**src/rtl/ifetch_byte_bus.sv**
```systemverilog
// ifetch_byte_bus: instruction-fetch initiator on the shared 8-bit pin bus.
// Sends the word-addressed PC as two address bytes, collects two data bytes
// and returns the assembled 16-bit instruction to the core.
// Optional build macro: IFETCH_PREFETCH_EN adds a one-entry sequential
// prefetch buffer (pc+1 fetched after every response handshake).
//
// Handshakes: a transfer happens on a rising clk edge where both valid and
// ready are 1. Request side: req_valid/req_ready, req_ready is 1 only in IDLE
// and requests seen while it is 0 are dropped, not queued. Response side:
// instr_valid/instr_ready, once instr_valid is 1 it and instr_data/instr_err
// stay stable until the edge where instr_ready is 1.
module ifetch_byte_bus #(
  parameter int          TIMEOUT   = 15,
  parameter logic [15:0] ERR_INSTR = 16'h0000
) (
  input  logic        clk,
  input  logic        rst,
  input  logic        req_valid,
  input  logic [15:0] req_pc,
  output logic        req_ready,
  output logic        instr_valid,
  input  logic        instr_ready,
  output logic [15:0] instr_data,
  output logic        instr_err,
  output logic [7:0]  bus_out,
  output logic        bus_oe,
  input  logic [7:0]  bus_in,
  input  logic        bus_rdy,
  output logic [1:0]  bus_phase,
  output logic        busy,
  output logic [2:0]  dbg_state
);

  localparam int             CW      = $clog2(TIMEOUT + 1);
  localparam logic [CW-1:0]  CNT_MAX = CW'(TIMEOUT);

  typedef enum logic [2:0] {
    S_IDLE    = 3'd0,
    S_ADDR_HI = 3'd1,
    S_ADDR_LO = 3'd2,
    S_DATA_HI = 3'd3,
    S_DATA_LO = 3'd4,
    S_RESP    = 3'd5
  } state_t;

  state_t        state_q, state_d;
  logic [15:0]   pc_q, pc_d;
  logic [CW-1:0] cnt_q, cnt_d;
  logic [15:0]   data_d;
  logic          err_d;
  logic          req_ready_d, instr_valid_d, bus_oe_d, busy_d;
  logic [7:0]    bus_out_d;
  logic [1:0]    bus_phase_d;

`ifdef IFETCH_PREFETCH_EN
  // pf_active marks that the fetch in flight is the autonomous pc+1 prefetch
  logic          pf_active_q, pf_active_d;
  logic          pf_valid_q, pf_valid_d;
  logic [15:0]   pf_pc_q, pf_pc_d;
  logic [15:0]   pf_data_q, pf_data_d;
`endif

  assign dbg_state = state_q;

  // Next-state, datapath updates and next values of the registered outputs
  always_comb begin
    state_d = state_q;
    pc_d    = pc_q;
    cnt_d   = cnt_q;
    data_d  = instr_data;
    err_d   = instr_err;
`ifdef IFETCH_PREFETCH_EN
    pf_active_d = pf_active_q;
    pf_valid_d  = pf_valid_q;
    pf_pc_d     = pf_pc_q;
    pf_data_d   = pf_data_q;
`endif

    case (state_q)
      S_IDLE: begin
        if (req_valid && req_ready) begin
          pc_d = req_pc;
`ifdef IFETCH_PREFETCH_EN
          // The buffer is consumed on a hit and discarded on a miss
          pf_valid_d = 1'b0;
          if (pf_valid_q && (req_pc == pf_pc_q)) begin
            state_d = S_RESP;
            data_d  = pf_data_q;
            err_d   = 1'b0;
          end else begin
            state_d = S_ADDR_HI;
          end
`else
          state_d = S_ADDR_HI;
`endif
        end
      end

      S_ADDR_HI: state_d = S_ADDR_LO;

      S_ADDR_LO: begin
        state_d = S_DATA_HI;
        cnt_d   = '0;
      end

      S_DATA_HI, S_DATA_LO: begin
        if (bus_rdy) begin
          // A ready byte wins over a timeout landing in the same cycle
          cnt_d = '0;
          if (state_q == S_DATA_HI) begin
            state_d = S_DATA_LO;
`ifdef IFETCH_PREFETCH_EN
            if (pf_active_q) pf_data_d[15:8] = bus_in;
            else             data_d[15:8]    = bus_in;
`else
            data_d[15:8] = bus_in;
`endif
          end else begin
`ifdef IFETCH_PREFETCH_EN
            if (pf_active_q) begin
              pf_data_d[7:0] = bus_in;
              pf_valid_d     = 1'b1;
              pf_pc_d        = pc_q;
              pf_active_d    = 1'b0;
              state_d        = S_IDLE;
            end else begin
              data_d[7:0] = bus_in;
              err_d       = 1'b0;
              state_d     = S_RESP;
            end
`else
            data_d[7:0] = bus_in;
            err_d       = 1'b0;
            state_d     = S_RESP;
`endif
          end
        end else if (cnt_q == CNT_MAX) begin
          cnt_d = '0;
`ifdef IFETCH_PREFETCH_EN
          if (pf_active_q) begin
            // A failed prefetch is simply dropped; the buffer stays empty
            pf_active_d = 1'b0;
            pf_valid_d  = 1'b0;
            state_d     = S_IDLE;
          end else begin
            data_d  = ERR_INSTR;
            err_d   = 1'b1;
            state_d = S_RESP;
          end
`else
          data_d  = ERR_INSTR;
          err_d   = 1'b1;
          state_d = S_RESP;
`endif
        end else begin
          cnt_d = cnt_q + 1'b1;
        end
      end

      S_RESP: begin
        if (instr_ready) begin
`ifdef IFETCH_PREFETCH_EN
          state_d     = S_ADDR_HI;
          pc_d        = pc_q + 16'd1;
          pf_active_d = 1'b1;
`else
          state_d = S_IDLE;
`endif
        end
      end

      default: state_d = S_IDLE;
    endcase

    // Outputs are decoded from the next state so they line up with the state
    req_ready_d   = (state_d == S_IDLE);
    busy_d        = (state_d != S_IDLE);
    instr_valid_d = (state_d == S_RESP);
    bus_oe_d      = 1'b0;
    bus_out_d     = 8'h00;
    bus_phase_d   = 2'b00;
    case (state_d)
      S_ADDR_HI: begin
        bus_oe_d    = 1'b1;
        bus_out_d   = pc_d[15:8];
        bus_phase_d = 2'b00;
      end
      S_ADDR_LO: begin
        bus_oe_d    = 1'b1;
        bus_out_d   = pc_d[7:0];
        bus_phase_d = 2'b01;
      end
      S_DATA_HI: bus_phase_d = 2'b10;
      S_DATA_LO: bus_phase_d = 2'b11;
      default:   bus_phase_d = 2'b00;
    endcase
  end

  // State, datapath and registered outputs
  always_ff @(posedge clk) begin
    if (rst) begin
      state_q     <= S_IDLE;
      pc_q        <= 16'h0000;
      cnt_q       <= '0;
      instr_data  <= 16'h0000;
      instr_err   <= 1'b0;
      instr_valid <= 1'b0;
      req_ready   <= 1'b1;
      busy        <= 1'b0;
      bus_oe      <= 1'b0;
      bus_out     <= 8'h00;
      bus_phase   <= 2'b00;
`ifdef IFETCH_PREFETCH_EN
      pf_active_q <= 1'b0;
      pf_valid_q  <= 1'b0;
      pf_pc_q     <= 16'h0000;
      pf_data_q   <= 16'h0000;
`endif
    end else begin
      state_q     <= state_d;
      pc_q        <= pc_d;
      cnt_q       <= cnt_d;
      instr_data  <= data_d;
      instr_err   <= err_d;
      instr_valid <= instr_valid_d;
      req_ready   <= req_ready_d;
      busy        <= busy_d;
      bus_oe      <= bus_oe_d;
      bus_out     <= bus_out_d;
      bus_phase   <= bus_phase_d;
`ifdef IFETCH_PREFETCH_EN
      pf_active_q <= pf_active_d;
      pf_valid_q  <= pf_valid_d;
      pf_pc_q     <= pf_pc_d;
      pf_data_q   <= pf_data_d;
`endif
    end
  end

endmodule

```
**config.mk**
```make
export PLATFORM = sky130hd
export DESIGN_NAME = ifetch_byte_bus
export DESIGN_NICKNAME = d
export VERILOG_FILES = /design/src/rtl/ifetch_byte_bus.sv
export SDC_FILE = /design/constraint.sdc
export NUM_CORES = 1
export LEC_CHECK = 0
export ABC_CLOCK_PERIOD_IN_PS = 2400
export CORE_MARGIN = 2
export CORE_UTILIZATION = 44
export DETAILED_ROUTE_END_ITERATION = 8
export GPL_TIMING_DRIVEN = 0
export PLACE_DENSITY = 0.83
export SETUP_SLACK_MARGIN = 0.05
export SYNTH_ARGS = -nofsm -noshare
export SYNTH_HDL_FRONTEND = slang
export SYNTH_SLANG_ARGS = --single-unit
```
**constraint.sdc**
```tcl
create_clock -name clk -period 2.4 [get_ports clk]
set_clock_uncertainty 0.05 [all_clocks]
set_input_delay 0.48 -clock clk [delete_from_list [all_inputs] [get_ports clk]]
set_output_delay 0.48 -clock clk [all_outputs]
set_load 0.05 [all_outputs]
```
; ---- After elaboration in Yosys (flattened, before gate mapping)
; Index checks and enable logic that the tools add are counted.
[totals]
ff_bits = 54
input_bits = 29
elab_cells = 57
[classes]
n_addsub = 1
n_eq_ne = 13
n_mux = 21
n_reduce_logical = 10
[ops]
columns = op, n
row1 = $mux 16, 4
row2 = $mux 8, 2
row3 = $pmux 8 s2, 1
row4 = $pmux 3 s5, 1
row5 = $eq 3x2->1 const B, 4
row6 = $eq 3x3->1 const B, 4
row7 = $mux 3, 4
row8 = $mux 4, 2
row9 = $pmux 4 s2, 1
row10 = $eq 3x1->1 const B, 2
row11 = $logic_not 3->1, 2
row12 = $pmux 2 s3, 1
row13 = $reduce_and 3->1, 2
row14 = $mux 1, 5
row15 = $add 4x1->4 const B, 1
row16 = $eq 4x4->1 const B, 1
row17 = $reduce_bool 2->1, 2
row18 = $reduce_or 2->1, 2
row19 = $reduce_bool 3->1, 1
row20 = $ne 2x1->1 const B, 1
row21 = $ne 2x2->1 const B, 1
row22 = $logic_and 1x1->1, 1

; ---- Logic depth before layout (Yosys ltp)
[logic_depth]
ltp_word = 7
mapped_depth = 6
ltp_nobuf = 5

; ---- Worst setup path before layout
; No wires, ideal clock.
[synth_path]
path_type = register -> register
start = register state_q[2] (netlist: dbg_state[2])
end = register instr_err
setup_time_ns = 0.117
arrival_time_ns = 1.774
required_time_ns = 2.233
slack_ns = 0.459
path_stages_with_launch = 7
path_buffers = 2
synth_period_minus_slack_ns = 1.941
path_cell_list = dfxtp_1 buf_6 or3b_1 buf_6 nor2_8 nor3_4 a22o_1
[synth_between]
elab_chain_len = 3
elab_cells_between_ends = 5
classes_between = eq/ne (3) / reduce/logical (2)
[synth_rtl]
columns = element, line_no
row1 = "start, declared", 46  ; state_t state_q, state_d;
row2 = "start signal, assigned", 220  ; state_q <= state_d;
row3 = $eq 3x2->1 or $eq 3x3->1 (tied branches), "79, 110"
row4 = $ne 2x2->1 (no line) or $reduce_or 2->1 (tied branches), -
row5 = $reduce_and 3->1 (no line) (*), -
row6 = "end signal, assigned", 224  ; instr_err <= err_d;
row7 = "end, declared", 24  ; output logic instr_err,
; Mark *: on every way between the ends. The rest lies on a longest branch, timed or not.
; A chain may end at the register's enable or synchronous reset.

; ---- Worst setup path after layout
[layout_path]
start = register req_ready
end = output port req_ready
[layout_lines]
columns = element, line_no
row1 = "start, declared", 20  ; output logic req_ready,
row2 = "start signal, assigned", 226  ; req_ready <= req_ready_d;
; No word-level cell between the ends.

==> results.md <==
* Top_reg_cell synth: dfxtp_1
* Largest stage delay, worst path at 830 ps
* Initial antenna violation count at 0
* Setup violators final at 0
* Ranking of synthesized cells by area: dfxtp_1 (51%), a32o_1 (8.8%), nand2_1 (7.5%), a21oi_1 (6.4%), nor3_4 (2.7%)
* Cell Area, Placed at 2480 µm²
* Slowest-stage cell, CP: clkdlybuf4s50_1
* Share of post-route cells with drive strength above 1 at 11.0%
* H-tree Lvls at 2
* Antenna cells at 0
* First-pass GRT wire length at 6.89 mm
* Post-synth EDFFs at 0
* Fill cells at 348
* Total Wirelength at 4.02 mm
* Post-Syn Area per Cell at 9.79 µm²
* CTS tree: done
* CP endpoint kind: output port
* Critical path cell sequence: clkdlybuf4s50_1
* Final Max Slew Viols at 0
* Largest family of logic cells by synthesized area: compound AO/OA/AOI/OAI gates
* # Max-Cap Violations at 0
* Fin Setup TNS at 0 ps
* Post-Synth Adder-Cell Area at 0.691%
* Reg-to-reg setup timing slack at 510 ps
* Syn Nets at 215
* Max-slew headroom at 65.2%
* CTS resizes at 0
* DRC viols at 0
* Power per standard cell area at 727 nW/µm²
* Number of vias per cell at 5.34
* Data required, critical path at 1870 ps
* Routed metal-1 wirelength at 1.56 mm
* FP Rows at 23
* Pre-antenna DRT Iters at 4
* Wirelength per Cell at 13.2 µm
* CTS sink count at 46
* Final Cell Area at 2590 µm²
* R2R Path Start: cnt_q[0]$_SDFFE_PP0P_
* Arr. time, crit path at 1480 ps
* Number of DRC markers in iteration 0 at 57
* Routed Antenna Nets at 0
* Worst hold path class: flip-flop to flip-flop
* Post-synthesis mux area share at 0.622%
* Post-synth top area share at 50.8%
* Post-CTS Repair Setup Buffers at 0
* Gr usage total at 19.6%
* Count of state elements after synthesis at 46
* Top cell family by delay on the critical path: buffers and inverters
* Vias at 1623
* Compound-Gate Fraction of Synth Area at 22.7%
* Worst reg2reg path endpoint: bus_phase[1]$_SDFF_PP0_
* Synth Area in XOR/XNOR at 0%
* Total CTS buffers at 5
* Post-synth cell types at 37
* I/O Buffers at 61
* CP Launch Type: flip-flop
* Highest routed layer: met4
* Leak pwr at 0.000931 µW
* RD Place Congestion at 0.829
* Achievable frequency at 498 MHz
* Syn Inst Count at 185
* Horiz. Die Dim at 68.2 µm
* CORE AREA at 3970 µm²
* Final core utilization at 65.2%
* Met2 wire len at 2.00 mm
* Worst-path maximum fanout at 3
* Fin. Hold Viols at 0
* DIE HEIGHT at 68.2 µm
* Final-stage net count at 283
* Met3 WL at 405 µm
* Sequential area share after synthesis at 50.8%
* Initial core utilization at 45.6%
* Vias in the first global route at 1596
* Die area at 4650 µm²
* Worst Path Buf+Inv at 1
* IO Pins at 63
* Synthesized area at 1810 µm²
* Simple logic cell fraction of the synthesized area at 20.5%
* Status: complete, no violations
* Dominant cell type by area after synthesis: dfxtp_1
* Yosys warning count at 0
* # hold bufs at CTS at 0
* Post-synth top cells: dfxtp_1 (46), nand2_1 (36), a21oi_1 (23)
* Grt ovf at 0
* WS Path Type: flip-flop to output port
* Final Cycle Share at 83.7%
* HPWL after DPL at 3.03 mm
* RSZ-0062 raised after global routing: false
* Syn-to-layout area delta at 43.0%
* R2r worst-path depth at 5
* Max VDD drop at 0.503 mV
* HP Start: pc_q[3]$_SDFF_PP0_
* Clock tree buffer depth at 2
* Worst-Skew Late Latency at 300 ps
* Largest net degree at the start of global routing at 15
* Ys async rst share at 0%
* Tot Pwr at 1880 µW
* Cell with the most instances after synthesis: dfxtp_1
* Root Driver: clkbuf_8
* Worst hold path depth at 2
* Hold endpoint: pc_q[3]$_SDFF_PP0_
* Clk slew on worst S/H paths at 80 ps
* Slew of the pin with the lowest slew margin at 520 ps
* Min cycle time layout at 2010 ps
-- through the flow --
| step | std cells | hold WS (ps) | setup WS (ps) |
|---|---|---|---|
| 2_1_floorplan | 185 | 387 | 459 |
| 3_3_place_gp | 296 | 391 | 332 |
| 3_5_place_dp | 296 | 399 | 318 |
| 6_report | 304 | 410 | 391 |
| 5_1_grt | 304 | 435 | 325 |
| 4_1_cts | 304 | 410 | 386 |
-- how the worst max path moves through the flow --
stage,start,end,cells past startpoint
after floorplan,dbg_state[2]$_SDFF_PP0_,instr_err$_SDFFE_PP0P_,6
after global placement,req_valid,pc_q[1]$_SDFF_PP0_,6
after detailed placement,req_valid,pc_q[2]$_SDFF_PP0_,6
after CTS,req_ready$_SDFF_PP1_,req_ready,1
after global routing,req_ready$_SDFF_PP1_,req_ready,1
final,req_ready$_SDFF_PP1_,req_ready,1
-- flip-flops by register name, summed over array words and instances (netlist names) --
| register | flops |
|---|---|
| instr_data | 16 |
| bus_out | 8 |
| pc_q | 8 |
| cnt_q | 4 |
| dbg_state | 3 |
| bus_phase | 2 |
| bus_oe | 1 |
| busy | 1 |
| instr_err | 1 |
| instr_valid | 1 |
| req_ready | 1 |
-- cell families after synthesis --
| family | after synthesis |
|---|---|
| multiplexers | 1 |
| AO/OA/AOI/OAI | 54 |
| buffers and inverters | 16 |
| adder cells (fa/ha/maj) | 1 |
| flip-flops | 46 |
| AND/OR/NAND/NOR | 67 |
-- routing by layer --
metal	up-vias	track usage (%)
met5	-	0
met2	66	35.6
li1	802	-
met4	0	5.75
met3	6	7.24
met1	749	21.1
-- tightest hold or removal path, cell delays in order, from the launching register on --
cell and delay, ps:
dfxtp_1 320, nand2_1 50, a21oi_1 50
-- area by class of cell --
cell class	instances	area, µm²	share of cell area [%]
well taps	50	62.6	2.42
clock buffers	7	96.3	3.72
clock inverters	1	8.76	0.338
plain buffers	14	76.3	2.95
multi-input cells	123	807	31.2
inverters	2	7.51	0.290
flip-flops and latches	46	921	35.6
repair buffers	61	611	23.6
-- report_power, final --
part | total, µW | internal [µW] | leakage (µW) | switching, µW
registers | 843 | 819 | 0.000374 | 23.7
logic | 525 | 193 | 0.000503 | 332
clock network | 515 | 264 | 0.0000544 | 251
-- layout by cell type, fill, tap and decap left out, drive strengths merged, types with 3 or more instances in the layout --
cell	n
clkdlybuf4s50	61
dfxtp	46
nand2	36
a21oi	24
a32o	16
clkbuf	12
nor2	10
buf	9
nor3	4
nand3b	3
o21ai	3
No activity file was read; power rests on OpenSTA's default activity.
